===== config.mk =====
export PLATFORM = sky130hd
export DESIGN_NAME = alu_arbiter
export DESIGN_NICKNAME = d
export VERILOG_FILES = /design/src/rtl/alu_arbiter.sv
export SDC_FILE = /design/constraint.sdc
export NUM_CORES = 1
export LEC_CHECK = 0
export ABC_AREA = 1
export BUFFER_PORTS_ARGS = -buffer_cell sky130_fd_sc_hd__buf_2
export CORE_MARGIN = 2
export CORE_UTILIZATION = 25
export CTS_BUF_LIST = sky130_fd_sc_hd__clkbuf_4
export DETAILED_ROUTE_END_ITERATION = 16
export MAX_ROUTING_LAYER = met4
export PLACE_DENSITY = 0.43
export SKIP_CTS_REPAIR_TIMING = 1
export SLEW_MARGIN = 20
export SYNTH_ARGS = -nofsm -noshare
export SYNTH_HDL_FRONTEND = slang
export SYNTH_SLANG_ARGS = --single-unit

===== constraint.sdc =====
create_clock -name clk -period 4.7 [get_ports clk]
set_input_delay 0.47 -clock clk [delete_from_list [all_inputs] [get_ports clk]]
set_output_delay 0.47 -clock clk [all_outputs]
set_load 0.02 [all_outputs]

===== src/rtl/alu_arbiter.sv =====
// Two-requester arbiter in front of one shared 32-bit ALU (IDLE -> EXEC -> RESP).
// Define ALU_ARB_ROUND_ROBIN_EN for round-robin grants; otherwise requester 0 has fixed priority.
`timescale 1ns/1ps
module alu_arbiter (
  input  logic        clk,
  input  logic        rst_n,
  input  logic        req0_valid,
  output logic        req0_ready,
  input  logic [31:0] req0_a,
  input  logic [31:0] req0_b,
  input  logic [2:0]  req0_f,
  input  logic        req1_valid,
  output logic        req1_ready,
  input  logic [31:0] req1_a,
  input  logic [31:0] req1_b,
  input  logic [2:0]  req1_f,
  output logic        rsp_valid,
  input  logic        rsp_ready,
  output logic [31:0] rsp_y,
  output logic        rsp_zero,
  output logic        rsp_id
);

  typedef enum logic [1:0] {StIdle, StExec, StResp} state_e;

  state_e      state_q, state_d;
  logic [31:0] a_q, b_q;
  logic [2:0]  f_q;
  logic        id_q;
  logic [31:0] y_q;
  logic        zero_q, rid_q;
  logic        gnt_id;
  logic        hs;
  logic [31:0] alu_y;

`ifdef ALU_ARB_ROUND_ROBIN_EN
  logic last_q;

  // Under contention the requester not served last wins.
  always_comb begin
    if (req0_valid && req1_valid) gnt_id = ~last_q;
    else                          gnt_id = ~req0_valid;
  end

  always_ff @(posedge clk or negedge rst_n) begin
    if (!rst_n)  last_q <= 1'b1;
    else if (hs) last_q <= gnt_id;
  end
`else
  assign gnt_id = ~req0_valid;
`endif

  assign req0_ready = (state_q == StIdle) && req0_valid && !gnt_id;
  assign req1_ready = (state_q == StIdle) && req1_valid && gnt_id;
  assign hs         = req0_ready || req1_ready;

  always_comb begin
    alu_y = 32'h0;
    case (f_q)
      3'b000:  alu_y = a_q & b_q;
      3'b001:  alu_y = a_q | b_q;
      3'b010:  alu_y = a_q + b_q;
      3'b110:  alu_y = a_q - b_q;
      3'b111:  alu_y = {31'h0, $signed(a_q) < $signed(b_q)};
      default: alu_y = 32'h0;
    endcase
  end

  always_comb begin
    state_d = state_q;
    case (state_q)
      StIdle:  if (hs) state_d = StExec;
      StExec:  state_d = StResp;
      StResp:  if (rsp_ready) state_d = StIdle;
      default: state_d = StIdle;
    endcase
  end

  always_ff @(posedge clk or negedge rst_n) begin
    if (!rst_n) begin
      state_q <= StIdle;
      a_q     <= 32'h0;
      b_q     <= 32'h0;
      f_q     <= 3'h0;
      id_q    <= 1'b0;
      y_q     <= 32'h0;
      zero_q  <= 1'b0;
      rid_q   <= 1'b0;
    end else begin
      state_q <= state_d;
      if (hs) begin
        a_q  <= gnt_id ? req1_a : req0_a;
        b_q  <= gnt_id ? req1_b : req0_b;
        f_q  <= gnt_id ? req1_f : req0_f;
        id_q <= gnt_id;
      end
      if (state_q == StExec) begin
        y_q    <= alu_y;
        zero_q <= (alu_y == 32'h0);
        rid_q  <= id_q;
      end
    end
  end

  assign rsp_valid = (state_q == StResp);
  assign rsp_y     = y_q;
  assign rsp_zero  = zero_q;
  assign rsp_id    = rid_q;

endmodule


; Yosys cells after proc, flatten, opt, wreduce, memory -nomap -nowiden
; Cells that the tools add are included.
[word_totals]
reg_bits = 104
input_bits = 139
[op_classes]
n_addsub = 2
eq_ne = 8
n_lt_le_gt_ge = 1
bitwise_logic = 3
n_mux = 7
reduce_logical = 9
[op_table]
columns = op, count
row1 = $pmux W32 S5, 1
row2 = $mux W32, 2
row3 = $add A32 B32 Y32, 1
row4 = $and A32 B32 Y32, 1
row5 = $logic_not A32 Y1, 1
row6 = $lt A32 B32 Y1, 1
row7 = $or A32 B32 Y32, 1
row8 = $sub A32 B32 Y32, 1
row9 = $eq A3 B3 Y1 const B, 2
row10 = $pmux W2 S3, 1
row11 = $logic_and A1 B1 Y1, 4
row12 = $mux W2, 2
row13 = $eq A3 B1 Y1 const B, 1
row14 = $eq A3 B2 Y1 const B, 1
row15 = $logic_not A3 Y1, 1
row16 = $mux W3, 1
row17 = $eq A2 B1 Y1 const B, 1
row18 = $eq A2 B2 Y1 const B, 1
row19 = $logic_not A2 Y1, 1
row20 = $ne A2 B1 Y1 const B, 1
row21 = $ne A2 B2 Y1 const B, 1
row22 = $reduce_and A2 Y1, 1
row23 = $logic_or A1 B1 Y1, 1
row24 = $not A1 Y1, 1

; Longest topological paths before layout
; Gate-level depths: netlist (run 1).
[logic_depth]
ltp_word = 6
mapped_depth = 20

; Worst setup path before layout (run 1)
; OpenSTA, ideal clock, no wires.
[synth_timing]
path_type = register to register
start = register a_q[0]
end = register zero_q, in the netlist rsp_zero
n_path_buf = 0
period_less_slack_ns = 2.293
path_stages_with_launch = 17
t_arrival_ns = 2.228
setup_slack_ns = 2.407
setup_time_ns = 0.066
path_cell_list = dfrtp_1 > inv_1 > ha_1 > fa_1 > o21ai_4 > nand3_1 > nand2_1 > nand2_1 > nand2_1 > nand2_1 > a21oi_1 > nor2_1 > nor2_1 > nand2_1 > nor2_1 > nand3_1 > nand2_1
[synth_between]
elab_chain_len = 3
word_cells_on_any_way = 7
[synth_lines]
columns = item, line_no
row1 = start: declaration, 27  ; logic [31:0] a_q, b_q;
row2 = start signal: assignment, 92  ; a_q <= gnt_id ? req1_a : req0_a;
row3 = $sub A32 B32 Y32 (tied with other cells), 63  ; 3'b110: alu_y = a_q - b_q;
row4 = $pmux W32 S5 (*), 59  ; case (f_q)
row5 = $logic_not A32 Y1 (*), 99  ; zero_q <= (alu_y == 32'h0);
row6 = end signal: assignment, 99
row7 = end: declaration, 31  ; logic zero_q, rid_q;
; Every way passes the cells marked *; elsewhere a longest branch is shown, timed or not.
; A chain may end at the register's enable or synchronous reset.

; Final worst setup path (run 1)
[layout_timing]
start = register a_q[7]
end = register zero_q, in the netlist rsp_zero
; Same word-level chain as after synthesis.

==> metrics.cfg, run 1 <==
[run_status]
outcome=complete, no violations

[final_layout]
final_cell_area_sq_um=12400
area_delta_synth_final_pct=14.2
drive_gt1_share_pct=16.1
num-fill-cells=4990
fin_nets=2111

[synth]
synth_common_cells=nand2_1, inv_1, nor2_1, nand3_1, o21ai_0
yosysMostFrequentCell=nand2_1
ys_warn_count=0
synth.top_cell.area_share_pct=24.0
syn_inst=1739
yosysSeqAreaShare_pct=24.0
synth_edf_count=0
netlist_top_cells_area=dfrtp_1, nand2_1, ha_1
syn_area_sq_um=10900
async_flop_share_pct=100
yosysTopAreaCell=dfrtp_1
yosysUniqueCellTypes=35
synthesis.nets=1979
synth.avg_cell_area_sq_um=6.24
ys_ff_latch=104
ys.flop_type=dfrtp_1

[die]
core_sq_um=43000
num_rows=76
start_util_pct=25.3
die_area_sq_um=45100
io_pins=176
fp.dieH_um=212
die_x_um=212

[worst_setup_path]
slowest_delay_ns=0.52
worst-path-buf-inv=1
rr_startpoint=a_q[7]$_DFFE_PN0P_
startpoint_type=register
cp_cell_sequence=inv_1 -> ha_1 -> nand2_1 -> nor2_2 -> nand3_1 -> nand2_2 -> nand2_2 -> nand2_1 -> nand2_1 -> nand3_1 -> nand2_1 -> nor2_1 -> nand2_1 -> nor2_1 -> nand3_1 -> nor2_1 -> nand3_1 -> nand2_1
cp_max_fo=9
cp_slowest_cell=ha_1
r2r_end=rsp_zero$_DFFE_PN0N_
critPathRequiredTime_ns=5.24
arrival_ns=3.77
cp-end-kind=register
reg2reg_depth=18
path_delay_family=simple AND/OR/NAND/NOR gates
critical_path_class=reg2reg
crit_path_frequent_cell=nand2_1
ff2ff_setup_slack_ns=1.46

[sta]
drv_slew=0
fin_setup_tns_ns=0
period_minus_slack_ns=3.24
relSlewSlack_pct=37.1
worst_slack_ns=1.46
setup_viol=0
fmax_mhz=309
rsz0062_at_grt=no
finalClockSkew_ns=0.0314
worst_pin_slew_ns=0.942
min_period_over_period_pct=68.9
finalHoldViolCount=0

[routing]
drcViolationCount=0
dr.pass1.iters=6
dr.first_iter.drc_count=833
num_vias=11400
wl_per_cell_um=17.6
wl_um=43200
drtAntennaViolNets=0
drt-vias-per-instance=4.61

[placed_design]
gp_congestion=1.02
port_buffers=175
placed_cell_area_sq_um=12200
dp_slack_ns=1.52
place_hpwl_um=36200

[global_routing]
grt.total_usage_pct=20.1
grt_pass1_wl_um=65200
grt_pass1_vias=10600
antenna_found_initial=1
gr-total-overflow=0
grt_max_degree=83

[min_path]
worstHoldPathCells=3
hp-class=in2reg
worstHoldStart=req1_b[0]
min_to=b_q[0]$_DFFE_PN0P_

[cts]
clock_latency_ns=0.60
cts_max_level=3
clock_sinks=104
cts_tree=built
cts_root_buffer=clkbuf_4
cts.clk_slew.worst_paths_ns=0.18
cts_buffers=9
clockBufferDepth=2

[flow_run]
maxCapViolCount=0

-- per-layer routing --
metal | up-vias | share of wire, % | track usage (%)
li1 | 5769 | - | -
met1 | 5249 | 51 | 29.0
met2 | 299 | 42 | 29.2
met3 | 33 | 4.7 | 2.07
met4 | 0 | 2.3 | 6.41
met5 | - | 0 | -
-- worst max-delay path by stage --
stage,from,cells after the start,endpoint
finish,a_q[7]$_DFFE_PN0P_,18,rsp_zero$_DFFE_PN0N_
global route,a_q[7]$_DFFE_PN0P_,18,rsp_zero$_DFFE_PN0N_
floorplan,a_q[0]$_DFFE_PN0P_,16,rsp_zero$_DFFE_PN0N_
detailed placement,a_q[7]$_DFFE_PN0P_,18,rsp_zero$_DFFE_PN0N_
global placement,a_q[7]$_DFFE_PN0P_,18,rsp_zero$_DFFE_PN0N_
CTS,a_q[7]$_DFFE_PN0P_,18,rsp_zero$_DFFE_PN0N_
-- kinds of logic after synthesis --
family,after synthesis,share of synthesized area (%)
simple gates,878,35.1
buf+inv,364,13.3
compound gates,292,15.8
fa+ha+maj,101,11.8
flops,104,24.0
-- worst min-delay path: stages --
cell	delay, ns
buf_2	0.08
o211ai_1	0.07
o21ai_0	0.06
-- flip-flops by register name, indices dropped and copies added, names as in the netlist --
signal,cells
b_q,32
state_q,2
rsp_zero,1
id_q,1
f_q,3
a_q,32
rsp_y,32
rsp_id,1
-- cells in the final DEF (no fill, tap or decap), types with 3 or more instances in the layout --
master / synthesis / final
nand3_2: 5 / 5
a21oi_2: 3 / 3
or2_2: 69 / 69
a21oi_1: 62 / 62
ha_1: 99 / 99
inv_1: 292 / 292
o21ai_0: 121 / 121
nor2_1: 143 / 143
nand2_1: 465 / 465
nand2_2: 10 / 10
o211ai_1: 68 / 68
buf_2: 22 / 174
buf_4: 4 / 13
o21bai_1: 9 / 9
inv_2: 5 / 5
nand3b_1: 5 / 5
nor4_1: 3 / 3
nor3_1: 18 / 18
o22ai_1: 22 / 22
nor2_2: 4 / 4
clkbuf_4: 0 / 9
nand4_1: 12 / 12
dfrtp_1: 104 / 104
nand3_1: 142 / 142
-- through the flow --
| step | hold WS (ns) | utilization (%) | std cells |
|---|---|---|---|
| 2_1_floorplan | 0.174 | - | 1739 |
| 3_3_place_gp | 0.463 | 28.5 | 2444 |
| 3_5_place_dp | 0.462 | 28.5 | 2444 |
| 4_1_cts | -0.126 | 28.8 | 2459 |
| 5_1_grt | 0.0684 | 28.8 | 2461 |
| 6_report | 0.0979 | 28.8 | 2461 |
-- cell type report --
cell class,count,area (sq um),share of cell area [%]
multi-input cells,1271,6810,55.0
flip-flops and latches,104,2600,21.0
inverters,297,1110,8.99
repair buffers,188,978,7.89
well taps,585,732,5.90
clock inverters,6,85.1,0.686
clock buffers,9,67.6,0.545
diodes,1,2.50,0.0202
Power of run 1 is not shown: default switching activity piles up to over one toggle a cycle in this logic, so the estimate is an artifact.
==> inputs of run 2 (changes only) <==
==> constraint.sdc (replaced) <==
create_clock -name clk -period 3.1 [get_ports clk]
set_input_delay 0.31 -clock clk [delete_from_list [all_inputs] [get_ports clk]]
set_output_delay 0.31 -clock clk [all_outputs]
set_load 0.02 [all_outputs]
==> run 2 against run 1 <==
  * Worst hold slack got worse by 0.096 ns
  * Global-route usage up 0.28 points
  * Largest cell class unchanged
  * Clock skew grew 0.00088 ns
  * Critical path depth fell by 4
  * Critical endpoint unchanged
  * Via count rose by 3.1%
  * Cell area rose by 8.2%
  * Fmax increased by 13%
  * Flip-flop and latch count unchanged
==> metrics.cfg, run 2 (synthesis results as in run 1) <==
[run_status]
outcome=complete, no violations

[cts]
cts_tree=built
clock_sinks=104  ; unchanged
clock_latency_ns=0.62  ; +0.02 ns
cts_buffers=9  ; unchanged
cts_root_buffer=clkbuf_4
cts_max_level=3  ; unchanged
cts.clk_slew.worst_paths_ns=0.20  ; +0.02 ns
clockBufferDepth=2  ; unchanged

[final_layout]
final_cells=2559  ; +4.0%
area_delta_synth_final_pct=23.6
final_cell_mix=nand2_1, inv_1, buf_2, nand3_1, nor2_1
fin_nets=2208  ; +4.6%
num-fill-cells=4897  ; -1.9%
final_common_cell=nand2_1
regArea_sq_um=2600  ; unchanged
drive_gt1_share_pct=18.1  ; +2.1 points
final_util_pct=31.2  ; +2.4 points
multi_input_area_sq_um=6900  ; +1.3%

[sta]
fmax_mhz=348  ; +13%
setup_viol=0  ; unchanged
relSlewSlack_pct=48.6  ; +12 points
drv_slew=0  ; unchanged
period_minus_slack_ns=2.88  ; -0.364 ns
min_period_over_period_pct=92.8  ; +24 points
rsz0062_at_grt=no
worst_pin_slew_ns=0.763  ; -0.180 ns
finalHoldViolCount=0  ; unchanged
finalClockSkew_ns=0.0323  ; +0.000879 ns

[routing]
wl_um=44500  ; +3.0%
drcViolationCount=0  ; unchanged
dr.first_iter.drc_count=825  ; -0.96%
drtAntennaViolNets=0  ; unchanged
wl_per_cell_um=17.4  ; -0.94%
dr.pass1.iters=5  ; -1
drt-vias-per-instance=4.57  ; -0.86%
num_vias=11700  ; +3.1%

[global_routing]
grt_pass1_vias=11000  ; +3.3%
gr-total-overflow=0  ; unchanged
antenna_found_initial=1  ; unchanged
grt_pass1_wl_um=66000  ; +1.3%
grt.total_usage_pct=20.3  ; +0.28 points
grt_max_degree=69  ; -17%

[placed_design]
place_hpwl_um=36900  ; +1.9%
gp_congestion=0.997  ; -2.1%
dp.cells=2477  ; +1.4%
port_buffers=175  ; unchanged

[worst_setup_path]
arrival_ns=3.46  ; -0.31 ns
cp-end-kind=register
startpoint_type=register
cp_max_fo=9  ; unchanged
critPathRequiredTime_ns=3.69  ; -1.55 ns
critical_path_class=reg2reg
ff2ff_setup_slack_ns=0.22  ; -1.24 ns

[min_path]
hp-class=in2reg

[die]
start_util_pct=25.3  ; unchanged
fp.dieH_um=212  ; unchanged
num_rows=76  ; unchanged
die_x_um=212  ; unchanged
core_sq_um=43000  ; unchanged
io_pins=176  ; unchanged
die_area_sq_um=45100  ; unchanged

[flow_run]
maxCapViolCount=0  ; unchanged

==> run 2: worst max-delay path, stage by stage (launching register included) <==
cell and delay, ns:
dfrtp_1 0.41, inv_1 0.08, ha_1 0.50, a21oi_1 0.38
nand2_1 0.12, o21bai_1 0.25, a21oi_1 0.34, nand3_1 0.11
nand3_1 0.10, nand2_1 0.05, nor2_1 0.18, nand2_1 0.08
nor2_1 0.11, nand3_1 0.09, nand2_1 0.06
==> run 2: final timing paths <==
check	from	endpoint	cells after the start
hold reg to reg	rsp_y[20]$_DFFE_PN0N_	rsp_y[20]$_DFFE_PN0N_	2
min in group asynchronous	rst_n	a_q[8]$_DFFE_PN0P_	2
setup reg to reg	a_q[22]$_DFFE_PN0P_	rsp_zero$_DFFE_PN0N_	14
setup / recovery	a_q[22]$_DFFE_PN0P_	rsp_zero$_DFFE_PN0N_	14
hold / removal	req1_b[19]	b_q[19]$_DFFE_PN0P_	3
max in group asynchronous	rst_n	rsp_y[15]$_DFFE_PN0N_	3
==> run 2: metal layers <==
layer	up-vias	part of all wire (%)	track usage, %
met4	0	1.7	5.57
met3	25	5.4	3.04
li1	5979	-	-
met5	-	0	-
met1	5430	51	29.2
met2	266	42	29.5
==> run 2: area by class of cell <==
type,instances,area share (%)
clock inverters,7,0.597
multi-input cells,1271,51.5
diodes,1,0.0187
repair buffers,285,14.3
inverters,297,8.31
clock buffers,9,0.504
flip-flops and latches,104,19.4
well taps,585,5.46
==> run 2: metrics by stage <==
step	worst slack, ns	hold WS [ns]	TNS (ns)	instance area [sq um]
finish	0.225	0.00216	0	13400
global route	0.000745	0.000464	0	13400
CTS	-0.198	-0.337	-0.198	12700
detailed placement	-0.166	0.412	-0.166	12500
global placement	-0.188	0.403	-0.188	12500
floorplan	0.807	0.0144	0	10900
Power of run 2 is left out for the same reason.
